`config.mk`:
```
export PLATFORM = sky130hd
export DESIGN_NAME = tdsp_bus_responder
export DESIGN_NICKNAME = d
export VERILOG_FILES = /design/src/rtl/tdsp_bus_responder.sv
export SDC_FILE = /design/constraint.sdc
export NUM_CORES = 1
export LEC_CHECK = 0
export ABC_CLOCK_PERIOD_IN_PS = 7400
export BUFFER_PORTS_ARGS = -buffer_cell sky130_fd_sc_hd__buf_2
export CELL_PAD_IN_SITES_DETAIL_PLACEMENT = 1
export CELL_PAD_IN_SITES_GLOBAL_PLACEMENT = 1
export CORE_MARGIN = 1
export CORE_UTILIZATION = 30
export DETAILED_ROUTE_END_ITERATION = 16
export PLACE_DENSITY = 0.6
export SKIP_LAST_GASP = 1
export SYNTH_ARGS = -nofsm -noshare
export SYNTH_HDL_FRONTEND = slang
export SYNTH_SLANG_ARGS = --single-unit
```
`constraint.sdc`:
```
create_clock -name clk -period 7.4 [get_ports clk]
set_input_delay 1.11 -clock clk [delete_from_list [all_inputs] [get_ports clk]]
set_output_delay 1.11 -clock clk [all_outputs]
set_load 0.03 [all_outputs]
```
`src/rtl/tdsp_bus_responder.sv`:
```
// Target-side responder: arbitrates TDSP prog/data/port requests onto one external bus with wait states.
// Optional abort-on-timeout logic is built only when TDSP_BUS_TIMEOUT_EN is defined.
module tdsp_bus_responder #(
    parameter int WAIT_STATES = 1,
    parameter int TIMEOUT     = 64
) (
    input  logic        clk,
    input  logic        reset,
    input  logic        go_prog,
    input  logic        read_prog,
    input  logic        go_data,
    input  logic        read_data,
    input  logic        go_port,
    input  logic        read_port,
    input  logic [7:0]  addrs_in,
    input  logic [15:0] data_in,
    input  logic [11:0] p_addrs_in,
    input  logic [15:0] p_data_in,
    input  logic [2:0]  port_addrs_in,
    input  logic [15:0] port_data_in,
    output logic [15:0] data_out,
    output logic [15:0] p_data_out,
    output logic [15:0] port_data_out,
    output logic        done_prog,
    output logic        done_data,
    output logic        done_port,
    output logic        ovr,
    output logic        bus_err,
    output logic        ext_req,
    output logic        ext_we,
    output logic [1:0]  ext_space,
    output logic [11:0] ext_addr,
    output logic [15:0] ext_wdata,
    input  logic [15:0] ext_rdata,
    input  logic        ext_rdy
);

    typedef enum logic {S_IDLE, S_ACCESS} state_t;

    localparam logic [1:0] SP_PROG = 2'b00;
    localparam logic [1:0] SP_DATA = 2'b01;
    localparam logic [1:0] SP_PORT = 2'b10;

    // Channel vectors are ordered {port, data, prog}.
    state_t      state_q, state_d;
    logic [2:0]  pending_q, pending_d;
    logic [2:0]  rd_q, rd_d;
    logic [11:0] p_addr_q, p_addr_d;
    logic [7:0]  d_addr_q, d_addr_d;
    logic [2:0]  pt_addr_q, pt_addr_d;
    logic [15:0] p_wd_q, p_wd_d;
    logic [15:0] d_wd_q, d_wd_d;
    logic [15:0] pt_wd_q, pt_wd_d;
    logic        ext_req_q, ext_req_d;
    logic        ext_we_q, ext_we_d;
    logic [1:0]  ext_space_q, ext_space_d;
    logic [11:0] ext_addr_q, ext_addr_d;
    logic [15:0] ext_wdata_q, ext_wdata_d;
    logic [3:0]  wait_q, wait_d;
    logic [2:0]  done_q, done_d;
    logic        ovr_q, ovr_d;
    logic [15:0] data_out_q, data_out_d;
    logic [15:0] p_data_out_q, p_data_out_d;
    logic [15:0] port_data_out_q, port_data_out_d;

    logic [2:0]  go_v, active_v, acc_v, eff_v;
    logic        finish;
    logic [15:0] rdata_v;

`ifdef TDSP_BUS_TIMEOUT_EN
    localparam int TW = $clog2(TIMEOUT + 1);
    logic [TW-1:0] tmo_q, tmo_d;
    logic          bus_err_q, bus_err_d;
`endif

    always_comb begin
        state_d         = state_q;
        pending_d       = pending_q;
        rd_d            = rd_q;
        p_addr_d        = p_addr_q;
        d_addr_d        = d_addr_q;
        pt_addr_d       = pt_addr_q;
        p_wd_d          = p_wd_q;
        d_wd_d          = d_wd_q;
        pt_wd_d         = pt_wd_q;
        ext_req_d       = ext_req_q;
        ext_we_d        = ext_we_q;
        ext_space_d     = ext_space_q;
        ext_addr_d      = ext_addr_q;
        ext_wdata_d     = ext_wdata_q;
        wait_d          = wait_q;
        done_d          = 3'b000;
        ovr_d           = ovr_q;
        data_out_d      = data_out_q;
        p_data_out_d    = p_data_out_q;
        port_data_out_d = port_data_out_q;
        finish          = 1'b0;
        rdata_v         = ext_rdata;
`ifdef TDSP_BUS_TIMEOUT_EN
        tmo_d           = tmo_q;
        bus_err_d       = bus_err_q;
`endif

        go_v     = {go_port, go_data, go_prog};
        active_v = 3'b000;
        if (state_q == S_ACCESS) begin
            case (ext_space_q)
                SP_DATA: active_v = 3'b010;
                SP_PORT: active_v = 3'b100;
                default: active_v = 3'b001;
            endcase
        end
        acc_v = go_v & ~pending_q & ~active_v;
        eff_v = pending_q | acc_v;
        if ((go_v & ~acc_v) != 3'b000) ovr_d = 1'b1;

        // Accepted requests are captured first so the grant below sees the live go values.
        if (acc_v[0]) begin
            rd_d[0]  = read_prog;
            p_addr_d = p_addrs_in;
            p_wd_d   = p_data_in;
        end
        if (acc_v[1]) begin
            rd_d[1]  = read_data;
            d_addr_d = addrs_in;
            d_wd_d   = data_in;
        end
        if (acc_v[2]) begin
            rd_d[2]   = read_port;
            pt_addr_d = port_addrs_in;
            pt_wd_d   = port_data_in;
        end
        pending_d = pending_q | acc_v;

        case (state_q)
            S_IDLE: begin
`ifdef TDSP_BUS_TIMEOUT_EN
                tmo_d = '0;
`endif
                if (eff_v != 3'b000) begin
                    state_d   = S_ACCESS;
                    ext_req_d = 1'b1;
                    wait_d    = 4'(WAIT_STATES);
                    if (eff_v[1]) begin
                        ext_space_d = SP_DATA;
                        ext_we_d    = ~rd_d[1];
                        ext_addr_d  = {4'b0000, d_addr_d};
                        ext_wdata_d = d_wd_d;
                    end else if (eff_v[2]) begin
                        ext_space_d = SP_PORT;
                        ext_we_d    = ~rd_d[2];
                        ext_addr_d  = {9'b0, pt_addr_d};
                        ext_wdata_d = pt_wd_d;
                    end else begin
                        ext_space_d = SP_PROG;
                        ext_we_d    = ~rd_d[0];
                        ext_addr_d  = p_addr_d;
                        ext_wdata_d = p_wd_d;
                    end
                end
            end
            S_ACCESS: begin
                if (wait_q != 4'd0) begin
                    wait_d = wait_q - 4'd1;
                end else if (ext_rdy) begin
                    finish = 1'b1;
                end
`ifdef TDSP_BUS_TIMEOUT_EN
                tmo_d = tmo_q + TW'(1);
                if (!finish && tmo_q == TW'(TIMEOUT - 1)) begin
                    finish    = 1'b1;
                    rdata_v   = 16'hFFFF;
                    bus_err_d = 1'b1;
                end
`endif
                if (finish) begin
                    done_d    = active_v;
                    pending_d = pending_d & ~active_v;
                    ext_req_d = 1'b0;
                    state_d   = S_IDLE;
                    if (!ext_we_q) begin
                        case (ext_space_q)
                            SP_DATA: data_out_d      = rdata_v;
                            SP_PORT: port_data_out_d = rdata_v;
                            default: p_data_out_d    = rdata_v;
                        endcase
                    end
                end
            end
            default: state_d = S_IDLE;
        endcase
    end

    always_ff @(posedge clk or posedge reset) begin
        if (reset) begin
            state_q         <= S_IDLE;
            pending_q       <= '0;
            rd_q            <= '0;
            p_addr_q        <= '0;
            d_addr_q        <= '0;
            pt_addr_q       <= '0;
            p_wd_q          <= '0;
            d_wd_q          <= '0;
            pt_wd_q         <= '0;
            ext_req_q       <= 1'b0;
            ext_we_q        <= 1'b0;
            ext_space_q     <= '0;
            ext_addr_q      <= '0;
            ext_wdata_q     <= '0;
            wait_q          <= '0;
            done_q          <= '0;
            ovr_q           <= 1'b0;
            data_out_q      <= '0;
            p_data_out_q    <= '0;
            port_data_out_q <= '0;
`ifdef TDSP_BUS_TIMEOUT_EN
            tmo_q           <= '0;
            bus_err_q       <= 1'b0;
`endif
        end else begin
            state_q         <= state_d;
            pending_q       <= pending_d;
            rd_q            <= rd_d;
            p_addr_q        <= p_addr_d;
            d_addr_q        <= d_addr_d;
            pt_addr_q       <= pt_addr_d;
            p_wd_q          <= p_wd_d;
            d_wd_q          <= d_wd_d;
            pt_wd_q         <= pt_wd_d;
            ext_req_q       <= ext_req_d;
            ext_we_q        <= ext_we_d;
            ext_space_q     <= ext_space_d;
            ext_addr_q      <= ext_addr_d;
            ext_wdata_q     <= ext_wdata_d;
            wait_q          <= wait_d;
            done_q          <= done_d;
            ovr_q           <= ovr_d;
            data_out_q      <= data_out_d;
            p_data_out_q    <= p_data_out_d;
            port_data_out_q <= port_data_out_d;
`ifdef TDSP_BUS_TIMEOUT_EN
            tmo_q           <= tmo_d;
            bus_err_q       <= bus_err_d;
`endif
        end
    end

    assign data_out      = data_out_q;
    assign p_data_out    = p_data_out_q;
    assign port_data_out = port_data_out_q;
    assign done_prog     = done_q[0];
    assign done_data     = done_q[1];
    assign done_port     = done_q[2];
    assign ovr           = ovr_q;
    assign ext_req       = ext_req_q;
    assign ext_we        = ext_we_q;
    assign ext_space     = ext_space_q;
    assign ext_addr      = ext_addr_q;
    assign ext_wdata     = ext_wdata_q;
`ifdef TDSP_BUS_TIMEOUT_EN
    assign bus_err       = bus_err_q;
`else
    assign bus_err       = 1'b0;
`endif

endmodule

```
==> results of run 1 <==
==> synthesized netlist by cell type, drive strengths merged <==
master,instances,area (um^2)
or2,1,6.26
clkbuf,9,33.8
o2bb2ai,1,8.76
a31oi,2,12.5
or3,2,12.5
nand4,2,12.5
a21boi,1,7.51
o31a,1,8.76
mux2i,1,10.0
a211oi,2,20.0
a222oi,19,190
nor2b,1,6.26
nor3,1,5.00
inv,8,30.0
o22ai,1,6.26
ha,3,37.5
or4,1,7.51
o21ba,1,10.0
dfrtp,166,4150
mux2,102,1150
nor2,41,156
buf,21,129
and2,4,25.0
a221oi,5,43.8
a21bo,1,10.0
o21ai,4,20.0
a21oi,46,230
nand2,83,312
nand3,4,20.0
conb,1,3.75
nor4,1,6.26
nor3b,1,7.51
==> routing by layer <==
metal / share of wire, % / vias to the layer above / GRT usage, %
li1: - / 2226 / -
met1: 41 / 2495 / 21.7
met2: 53 / 124 / 30.5
met3: 4.3 / 18 / 4.10
met4: 1.5 / 0 / 5.80
met5: 0 / - / 0
==> state kept, by name, summed over array words and instances, names as in the netlist <==
register       cells
port_data_out     16
pending_q          3
rd_q               3
p_data_out        16
ext_wdata         16
d_addr_q           8
data_out          16
state_q            1
pt_addr_q          3
pt_wd_q           16
ext_we             1
ext_space          2
ovr                1
d_wd_q            16
ext_req            1
p_addr_q          12
p_wd_q            16
wait_q             4
done_q             3
ext_addr          12
==> power groups by stage <==
stage,combinational (W),sequential [W],clock [W]
detailed placement,0.00144,0.00154,0
floorplan,0.000659,0.00184,0
global placement,0.00139,0.00151,0
finish,0.00142,0.00152,0.000865
CTS,0.00145,0.00152,0.000887
global route,0.00155,0.00157,0.000927
==> logic make-up after synthesis <==
kind of cell | Yosys count
buffers and inverters | 38
other | 1
AOI/OAI and AO/OA | 84
and+or+nand+nor | 142
adders and majority gates | 3
DFF | 166
muxes | 103
==> metrics by stage <==
stage          total power, W  setup WS [ps]  instance area (um^2)  std cells  hold WS (ps)
6_report              0.00380           4600                  8410       1003           482
5_1_grt               0.00404           4490                  8410       1002           513
4_1_cts               0.00385           4620                  8400       1001           484
3_5_place_dp          0.00297           4160                  7840        970           464
3_3_place_gp          0.00290           4250                  7840        970           457
2_1_floorplan         0.00250           1800                  6690        537           445
==> tightest hold or removal path: cells and delay by family, from the launching register on <==
| kind | cells | cell delay, ps |
|---|---|---|
| flops | 1 | 350 |
| simple gates | 2 | 100 |
==> layout make-up <==
type	count	area [um^2]	share of cell area (%)
Tap cell	280	350	4.17
Clock buffer	17	425	5.06
Inverter	8	35.0	0.417
Sequential cell	166	4150	49.4
Antenna cell	2	5.00	0.0595
Clock inverter	14	141	1.68
Timing Repair Buffer	183	926	11.0
Multi-Input combinational cell	333	2370	28.2
==> path summary, 6_finish.rpt <==
path / from / end / slack (ps) / cells past startpoint
worst min-delay path: d_wd_q[4]$_DFF_PP0_ / d_wd_q[4]$_DFF_PP0_ / 480 / 2
min in group asynchronous: reset / p_addr_q[8]$_DFF_PP0_ / 840 / 2
max in group asynchronous: reset / ext_addr[11]$_DFFE_PP0P_ / 5050 / 3
worst max-delay path: go_data / ext_addr[5]$_DFFE_PP0P_ / 4600 / 6
worst max register to register: pending_q[1]$_DFF_PP0_ / ext_addr[5]$_DFFE_PP0P_ / 4680 / 4
worst min register to register: d_wd_q[4]$_DFF_PP0_ / d_wd_q[4]$_DFF_PP0_ / 480 / 2
==> impl_metrics.py, run 1 <==
metrics = {
    "run_status": {
        "status": "finished clean",
    },
    "routing": {
        "drt_first_pass_iters": 6,
        "vias": 4863,
        "drc": 0,
        "wl_um": 19200,
        "post_drt_via_cell_ratio": 4.85,
        "drt.antenna.violating_nets": 0,
        "wl_per_cell_um": 19.1,
        "drt-initial-drc-count": 195,
    },
    "timing": {
        "finalHoldViolCount": 0,
        "rsz0062_at_grt": "no",
        "fmax_mhz": 357,
        "tightest_slew_ps": 1110,
        "relSlewSlack_pct": 25.8,
        "fin_crit_ps": 2800,
        "setup_tns_ps": 0,
        "slew_viol_final": 0,
        "timing.final.crit_share_pct": 37.8,
        "finalSetupViolCount": 0,
        "skew_ps": 15.9,
    },
    "clocking": {
        "clk_pin_slew_worst_paths_ps": 70,
        "max-clock-path-buffers": 2,
        "cts-buffers-inserted": 17,
        "root_buffer": "clkbuf_16",
        "clock-sinks": 166,
        "ctsResizeCount": 0,
        "hold_buffers": 0,
        "cts_max_level": 4,
        "clkLatencyLatePin_ps": 430,
        "cts_tree": "yes",
        "cts_setup_buffers": 0,
    },
    "cells_and_area": {
        "final_util_pct": 38.5,
        "layout-drive-gt1-share_pct": 44.9,
        "fill_cells": 2404,
        "layout_common_cells": "buf_2 (179), dfrtp_1 (166), mux2_2 (102), nand2_1 (83), a21oi_1 (46)",
        "nets": 808,
        "area_delta_synth_final_pct": 25.7,
        "mostFrequentLayoutCell": "buf_2",
    },
    "critical_path": {
        "path_buf_inv": 1,
        "cp.required_ps": 7700,
        "crit_family": "simple AND/OR/NAND/NOR gates",
        "cp-start-kind": "input port",
        "crit_chain": "buf_2 > a21bo_2 > nor2_4 > mux2_2 > a221oi_1 > nor2_1",
        "cp.arrival_ps": 3090,
        "worstSetupPathType": "in2reg",
        "critPathMaxFanout": 44,
        "slowest_stage": "nor2_4",
        "cp_slowest_stage_delay_ps": 830,
        "worstSetupEndpointType": "flip-flop",
    },
    "power": {
        "p_int_w": 0.00231,
        "p_clk_share_pct": 22.7,
        "ir_drop_v": 0.000183,
        "swShare_pct": 39.2,
        "power_frac_comb_pct": 37.4,
        "p_per_area_nw_per_um2": 452,
        "p_sw_w": 0.00149,
        "seqPwrFrac_pct": 39.8,
        "cellLeakagePower_nw": 4.19,
    },
    "global_route": {
        "track_usage_pct": 17.7,
        "grt_max_degree": 97,
        "grt_overflow_total": 0,
        "grt_pass1_wl_um": 30200,
        "antenna_found_initial": 1,
        "first_global_vias": 5432,
    },
    "die": {
        "die_w_um": 151,
        "rows": 54,
        "die_area_um2": 22900,
        "die_h_um": 151,
        "core_um2": 21800,
        "initial_utilization_pct": 30.7,
        "boundaryPins": 181,
    },
    "place": {
        "place_congestion": 0.757,
        "port_buffers": 179,
        "dp_hpwl_um": 13200,
    },
    "yosys": {
        "yosysWarnings": 0,
        "netlist_area_um2": 6690,
        "synthesis.nets": 636,
        "synth.distinct_cells": 37,
        "synthSimpleGateAreaFrac_pct": 8.62,
        "ys_seq_area_share_pct": 62.1,
        "ys_seq_elements": 166,
        "syn_area_per_cell_um2": 12.5,
        "synth_xor_area_share_pct": 0,
        "synth_compound_area_share_pct": 8.49,
        "syn_inst": 537,
        "synth_adder_area_share_pct": 0.561,
        "muxShareOfSynthArea_pct": 17.3,
        "synth_top_family_by_area": "multiplexers",
    },
    "flow_run": {
        "maxCapViolCount": 0,
    },
    "min_path": {
        "hold_path.class": "reg2reg",
    },
}
(Power assumes the default switching activity.)
==> run 2: changes to the inputs <==
ABC_CLOCK_PERIOD_IN_PS = 2300   (was 7400)
PLACE_DENSITY = 0.62   (was 0.6)
clock period = 2.3 ns   (was 7.4 ns; I/O delays follow)
==> run 2 against run 1 <==
Effect of this change: routed wire length grew 4.4%; flip-flop and latch count is the same; global-route usage shrank 0.16 points; clock power grew to 3.2 times the previous value; via count grew 4.0%; sequential share of layout area shrank 1.9 points; power grew to 3.3 times the previous value; clock-buffer cell count is the same; first-iteration DRC count shrank 0.51%; hold slack lost 350 ps; design area grew 4.0%; non-clock buffer count grew 26; critical path type is now reg2reg; critical endpoint is now ext_wdata[11]$_DFFE_PP0P_.
==> impl_metrics.py, run 2 (synthesized netlist as in run 1, its figures left out) <==
metrics = {
    "critical_path": {
        "critPathMaxFanout": 14,
        "cp.arrival_ps": 2560,
        "r2r_slack_ps": 30,
        "worstSetupPathType": "reg2reg",
        "crit_family": "compound AO/OA/AOI/OAI gates",
        "cp.required_ps": 2590,
        "r2r-start": "ext_space[0]$_DFFE_PP0P_",
        "crit_cells": 8,
        "path_buf_inv": 3,
        "r2r-end": "ext_wdata[11]$_DFFE_PP0P_",
        "cp_slowest_stage_delay_ps": 400,
        "worstSetupEndpointType": "flip-flop",
        "cp-start-kind": "flip-flop",
        "ff2ff_path_depth": 8,
        "slowest_stage": "dfrtp_1",
        "crit_chain": "inv_1 > ha_4 > a211oi_4 > buf_4 > clkbuf_16 > mux2_2 > a222oi_1 > a21oi_1",
    },
    "run_status": {
        "status": "finished clean",
    },
    "routing": {
        "drc": 0,
        "wl_per_cell_um": 19.5,
        "drt-met1-wl_um": 8600,
        "drt_first_pass_iters": 8,
        "drt-initial-drc-count": 194,
        "met2_wirelength_um": 10400,
        "wl_um": 20000,
        "top_layer": "met4",
        "post_drt_via_cell_ratio": 4.91,
        "met3WireLength_um": 784,
        "drt.antenna.violating_nets": 0,
        "vias": 5057,
    },
    "die": {
        "die_w_um": 151,
        "initial_utilization_pct": 30.7,
        "die_h_um": 151,
        "rows": 54,
        "core_um2": 21800,
        "die_area_um2": 22900,
        "boundaryPins": 181,
    },
    "place": {
        "pre_cts_slack_ps": 39.2,
        "placed_cell_area_um2": 8040,
        "port_buffers": 179,
        "dp_cells": 989,
        "place_congestion": 0.747,
        "dp_hpwl_um": 13800,
    },
    "timing": {
        "relSlewSlack_pct": 33.6,
        "skew_ps": 10.7,
        "finalHoldViolCount": 0,
        "slew_viol_final": 0,
        "timing.final.crit_share_pct": 98.6,
        "tightest_slew_ps": 993,
        "fmax_mhz": 441,
        "fin_crit_ps": 2270,
        "finalSetupViolCount": 0,
        "setup_slack_ps": 31.9,
    },
    "global_route": {
        "grt_max_degree": 49,
        "grt_pass1_wl_um": 30400,
        "grt_overflow_total": 0,
        "first_global_vias": 5499,
        "antenna_found_initial": 1,
        "track_usage_pct": 17.5,
    },
    "clocking": {
        "clkLatencyLatePin_ps": 420,
        "max-clock-path-buffers": 2,
        "clk_pin_slew_worst_paths_ps": 70,
        "cts-buffers-inserted": 17,
        "cts_tree": "yes",
        "clock-sinks": 166,
        "root_buffer": "clkbuf_16",
        "cts_max_level": 4,
    },
    "cells_and_area": {
        "layout_common_cells": "buf_2 (179), dfrtp_1 (166), mux2_2 (102), nand2_1 (83), a21oi_1 (46)",
        "area_delta_synth_final_pct": 30.7,
        "stdcell_area_um2": 8740,
        "layout-drive-gt1-share_pct": 47.1,
        "final_cells": 1029,
        "mostFrequentLayoutCell": "buf_2",
        "nets": 834,
        "fill_cells": 2409,
        "final_util_pct": 40.1,
    },
    "power": {
        "p_total_w": 0.0125,
        "p_per_area_nw_per_um2": 1430,
        "ir_drop_v": 0.000541,
        "cellLeakagePower_nw": 4.37,
    },
    "min_path": {
        "hold_path.class": "in2reg",
        "whs_path_depth": 3,
        "holdPathEnd": "d_wd_q[4]$_DFF_PP0_",
        "hold_path.startpoint": "data_in[4]",
    },
    "flow_run": {
        "maxCapViolCount": 0,
    },
}
-- run 2: cell types whose count changed in the layout (fill, tap and decap cells not counted), sizes merged --
cell | previous run | this run
buf | 183 | 206
clkinv | 3 | 9
clkbuf | 17 | 19
clkinvlp | 3 | 1
inv | 15 | 13
bufinv | 1 | 0
diode | 2 | 1
dlygate4sd3 | 0 | 1
-- run 2: worst max path at each step --
| stage | slack, ps | from | to |
|---|---|---|---|
| after floorplan | -160 | reset | d_addr_q[0]$_DFF_PP0_ |
| after global placement | 100 | ext_space[0]$_DFFE_PP0P_ | ext_wdata[0]$_DFFE_PP0P_ |
| after detailed placement | 40 | ext_space[0]$_DFFE_PP0P_ | ext_wdata[11]$_DFFE_PP0P_ |
| after CTS | 30 | ext_space[0]$_DFFE_PP0P_ | ext_wdata[0]$_DFFE_PP0P_ |
| after global routing | -20 | ext_space[0]$_DFFE_PP0P_ | ext_addr[6]$_DFFE_PP0P_ |
| final | 30 | ext_space[0]$_DFFE_PP0P_ | ext_wdata[11]$_DFFE_PP0P_ |
-- run 2: layout make-up --
cell class	instances	area, um^2	share of cell area, %
Tap cell	280	350	4.01
Clock inverter	15	165	1.89
Inverter	8	33.8	0.386
Sequential cell	166	4150	47.5
Timing Repair Buffer	209	1220	14.0
Multi-Input combinational cell	333	2390	27.3
Clock buffer	17	425	4.87
Antenna cell	1	2.50	0.0286
-- run 2: stage by stage --
stage / setup TNS (ps) / hold slack [ps]
after floorplan: -26190 / 445
after global placement: 0 / 410
after detailed placement: 0 / 399
after CTS: 0 / 114
after global routing: -90.2 / 118
final: 0 / 134
-- run 2: repair_timing --
action | 4_1_cts | 5_1_grt
hold buffers | 1 | 0
setup endpoints to repair | 0 | 30
resized for setup | 0 | 3
endpoints found under the hold margin | 10 | 0
setup buffers | 0 | 4
-- run 2: power breakdown --
part	leakage (nW)	switching, W	internal (W)
Sequential	2.07	0.000607	0.00420
Clock	0.289	0.00134	0.00146
Combinational	2.01	0.00299	0.00189
Total	4.37	0.00495	0.00755
-- run 2: worst min-delay path, stage by stage --
cell and delay, ps:
buf_2 90, nand2_1 40, nand2_1 50
-- run 2: layer usage --
| layer | global-route usage (%) | vias to the layer above |
|---|---|---|
| met5 | 0 | - |
| met2 | 29.8 | 112 |
| met4 | 5.40 | 0 |
| li1 | - | 2280 |
| met3 | 3.28 | 13 |
| met1 | 22.4 | 2652 |
==> run 3: changes to the inputs <==
RECOVER_POWER = 25   (was unset)
==> run 3 against run 2 <==
Effect of this change: via count about the same; maximum frequency increased by 0.53%; non-clock buffer count unchanged; setup slack improved by 12 ps; clock power about the same; design area decreased by 0.56%; combinational power about the same; routed wire length about the same; flip-flop and latch count unchanged; clock skew about the same; die area unchanged.
==> impl_metrics.py, run 3 (synthesized netlist as in run 1, its figures left out) <==
metrics = {
    "run_status": {
        "status": "finished clean",
    },
    "routing": {
        "drt_first_pass_iters": 7,
        "drt-initial-drc-count": 191,
        "vias": 5055,
        "drc": 0,
        "wl_per_cell_um": 19.5,
        "post_drt_via_cell_ratio": 4.91,
        "drt.antenna.violating_nets": 0,
        "wl_um": 20100,
    },
    "global_route": {
        "antenna_found_initial": 1,
        "grt_max_degree": 49,
        "first_global_vias": 5499,
        "grt_pass1_wl_um": 30400,
        "track_usage_pct": 17.5,
        "grt_overflow_total": 0,
    },
    "power": {
        "ir_drop_v": 0.000541,
        "cellLeakagePower_nw": 4.35,
        "p_total_w": 0.0125,
        "p_per_area_nw_per_um2": 1440,
    },
    "cells_and_area": {
        "final_cells": 1029,
        "nets": 834,
        "mostFrequentLayoutCell": "buf_2",
        "area_delta_synth_final_pct": 29.9,
        "layout-drive-gt1-share_pct": 46.9,
        "layout_common_cells": "buf_2 (181), dfrtp_1 (166), mux2_2 (102), nand2_1 (83), a21oi_1 (46)",
    },
    "die": {
        "initial_utilization_pct": 30.7,
        "boundaryPins": 181,
        "die_h_um": 151,
        "core_um2": 21800,
        "rows": 54,
        "die_area_um2": 22900,
        "die_w_um": 151,
    },
    "clocking": {
        "clk_pin_slew_worst_paths_ps": 70,
        "clkLatencyLatePin_ps": 420,
        "max-clock-path-buffers": 2,
        "root_buffer": "clkbuf_16",
        "cts-buffers-inserted": 17,
        "cts_max_level": 4,
        "clock-sinks": 166,
        "cts_tree": "yes",
    },
    "timing": {
        "setup_tns_ps": 0,
        "finalHoldViolCount": 0,
        "slew_viol_final": 0,
        "fmax_mhz": 443,
        "fin_crit_ps": 2260,
        "relSlewSlack_pct": 33.8,
        "tightest_slew_ps": 991,
        "timing.final.crit_share_pct": 98.1,
        "skew_ps": 10.8,
        "finalSetupViolCount": 0,
    },
    "critical_path": {
        "cp.arrival_ps": 2550,
        "critPathMaxFanout": 14,
        "cp-start-kind": "flip-flop",
        "worstSetupEndpointType": "flip-flop",
        "worstSetupPathType": "reg2reg",
        "cp.required_ps": 2590,
    },
    "place": {
        "dp_hpwl_um": 13800,
        "place_congestion": 0.747,
        "dp_cells": 989,
        "port_buffers": 179,
    },
    "flow_run": {
        "maxCapViolCount": 0,
    },
    "min_path": {
        "hold_path.class": "in2reg",
    },
}
==> run 3: changes by cell type in the layout (fill, tap and decap cells not counted) <==
cell / change
buf_12: -3
buf_4: -1
clkinvlp_2: +1
clkinvlp_4: -1
clkbuf_4: +1
buf_2: +2
clkbuf_1: +1
==> run 3: layout make-up <==
type / count / area (um^2)
Multi-Input combinational cell: 333 / 2390
Antenna cell: 1 / 2.50
Sequential cell: 166 / 4150
Fill cell: 2412 / 13100
Timing Repair Buffer: 209 / 1170
Clock inverter: 15 / 165
Clock buffer: 17 / 425
Tap cell: 280 / 350
Inverter: 8 / 31.3
==> run 3: report_power, final <==
part / internal (W) / switching, W
registers: 0.00420 / 0.000606
logic: 0.00188 / 0.00299
clock network: 0.00146 / 0.00135
total: 0.00754 / 0.00495
==> run 3: through the flow <==
step	cell area, um^2	setup slack [ps]	hold WS [ps]	utilization [%]
6_report	8690	43.7	133	39.8
5_1_grt	8690	-23.1	118	39.8
4_1_cts	8640	26.6	114	39.6
3_5_place_dp	8040	39.2	399	36.8
3_3_place_gp	8040	99.3	410	36.8
2_1_floorplan	6700	-158	445	-
==> run 3: worst paths after layout <==
path                                        endpoint  cells after the start  slack [ps]                      from
max                        ext_wdata[11]$_DFFE_PP0P_                      8          40  ext_space[0]$_DFFE_PP0P_
min                              d_wd_q[4]$_DFF_PP0_                      3         130                data_in[4]
max reg2reg                ext_wdata[11]$_DFFE_PP0P_                      8          40  ext_space[0]$_DFFE_PP0P_
min reg2reg                 ext_addr[10]$_DFFE_PP0P_                      2         480  ext_addr[10]$_DFFE_PP0P_
max in group asynchronous       pt_wd_q[1]$_DFF_PP0_                      4         440                     reset
min in group asynchronous        done_q[1]$_DFF_PP0_                      3         560                     reset
==> run 3: what timing repair did <==
action | 4_1_cts | 5_1_grt
hold buffers | 1 | 0
setup buffers | 0 | 4
endpoints found under the setup margin | 0 | 30
gates resized for setup | 0 | 3
endpoints found under the hold margin | 10 | 0
==> run 3: critical path: stages, from the launching register on <==
cell and delay [ps]:
dfrtp_1 400, inv_1 110, ha_4 230, a211oi_4 250, buf_4 180, clkbuf_16 200, mux2_2 360, a222oi_1 260
a21oi_1 120
==> run 3: routing by layer <==
| metal | track usage (%) | share of wire (%) | vias up | routed length (um) |
|---|---|---|---|---|
| met5 | 0 | 0 | - | 0 |
| met4 | 5.40 | 1.2 | 0 | 237 |
| met3 | 3.28 | 3.9 | 13 | 778 |
| met2 | 29.8 | 52 | 118 | 10500 |
| met1 | 22.4 | 43 | 2640 | 8560 |
| li1 | - | - | 2284 | - |
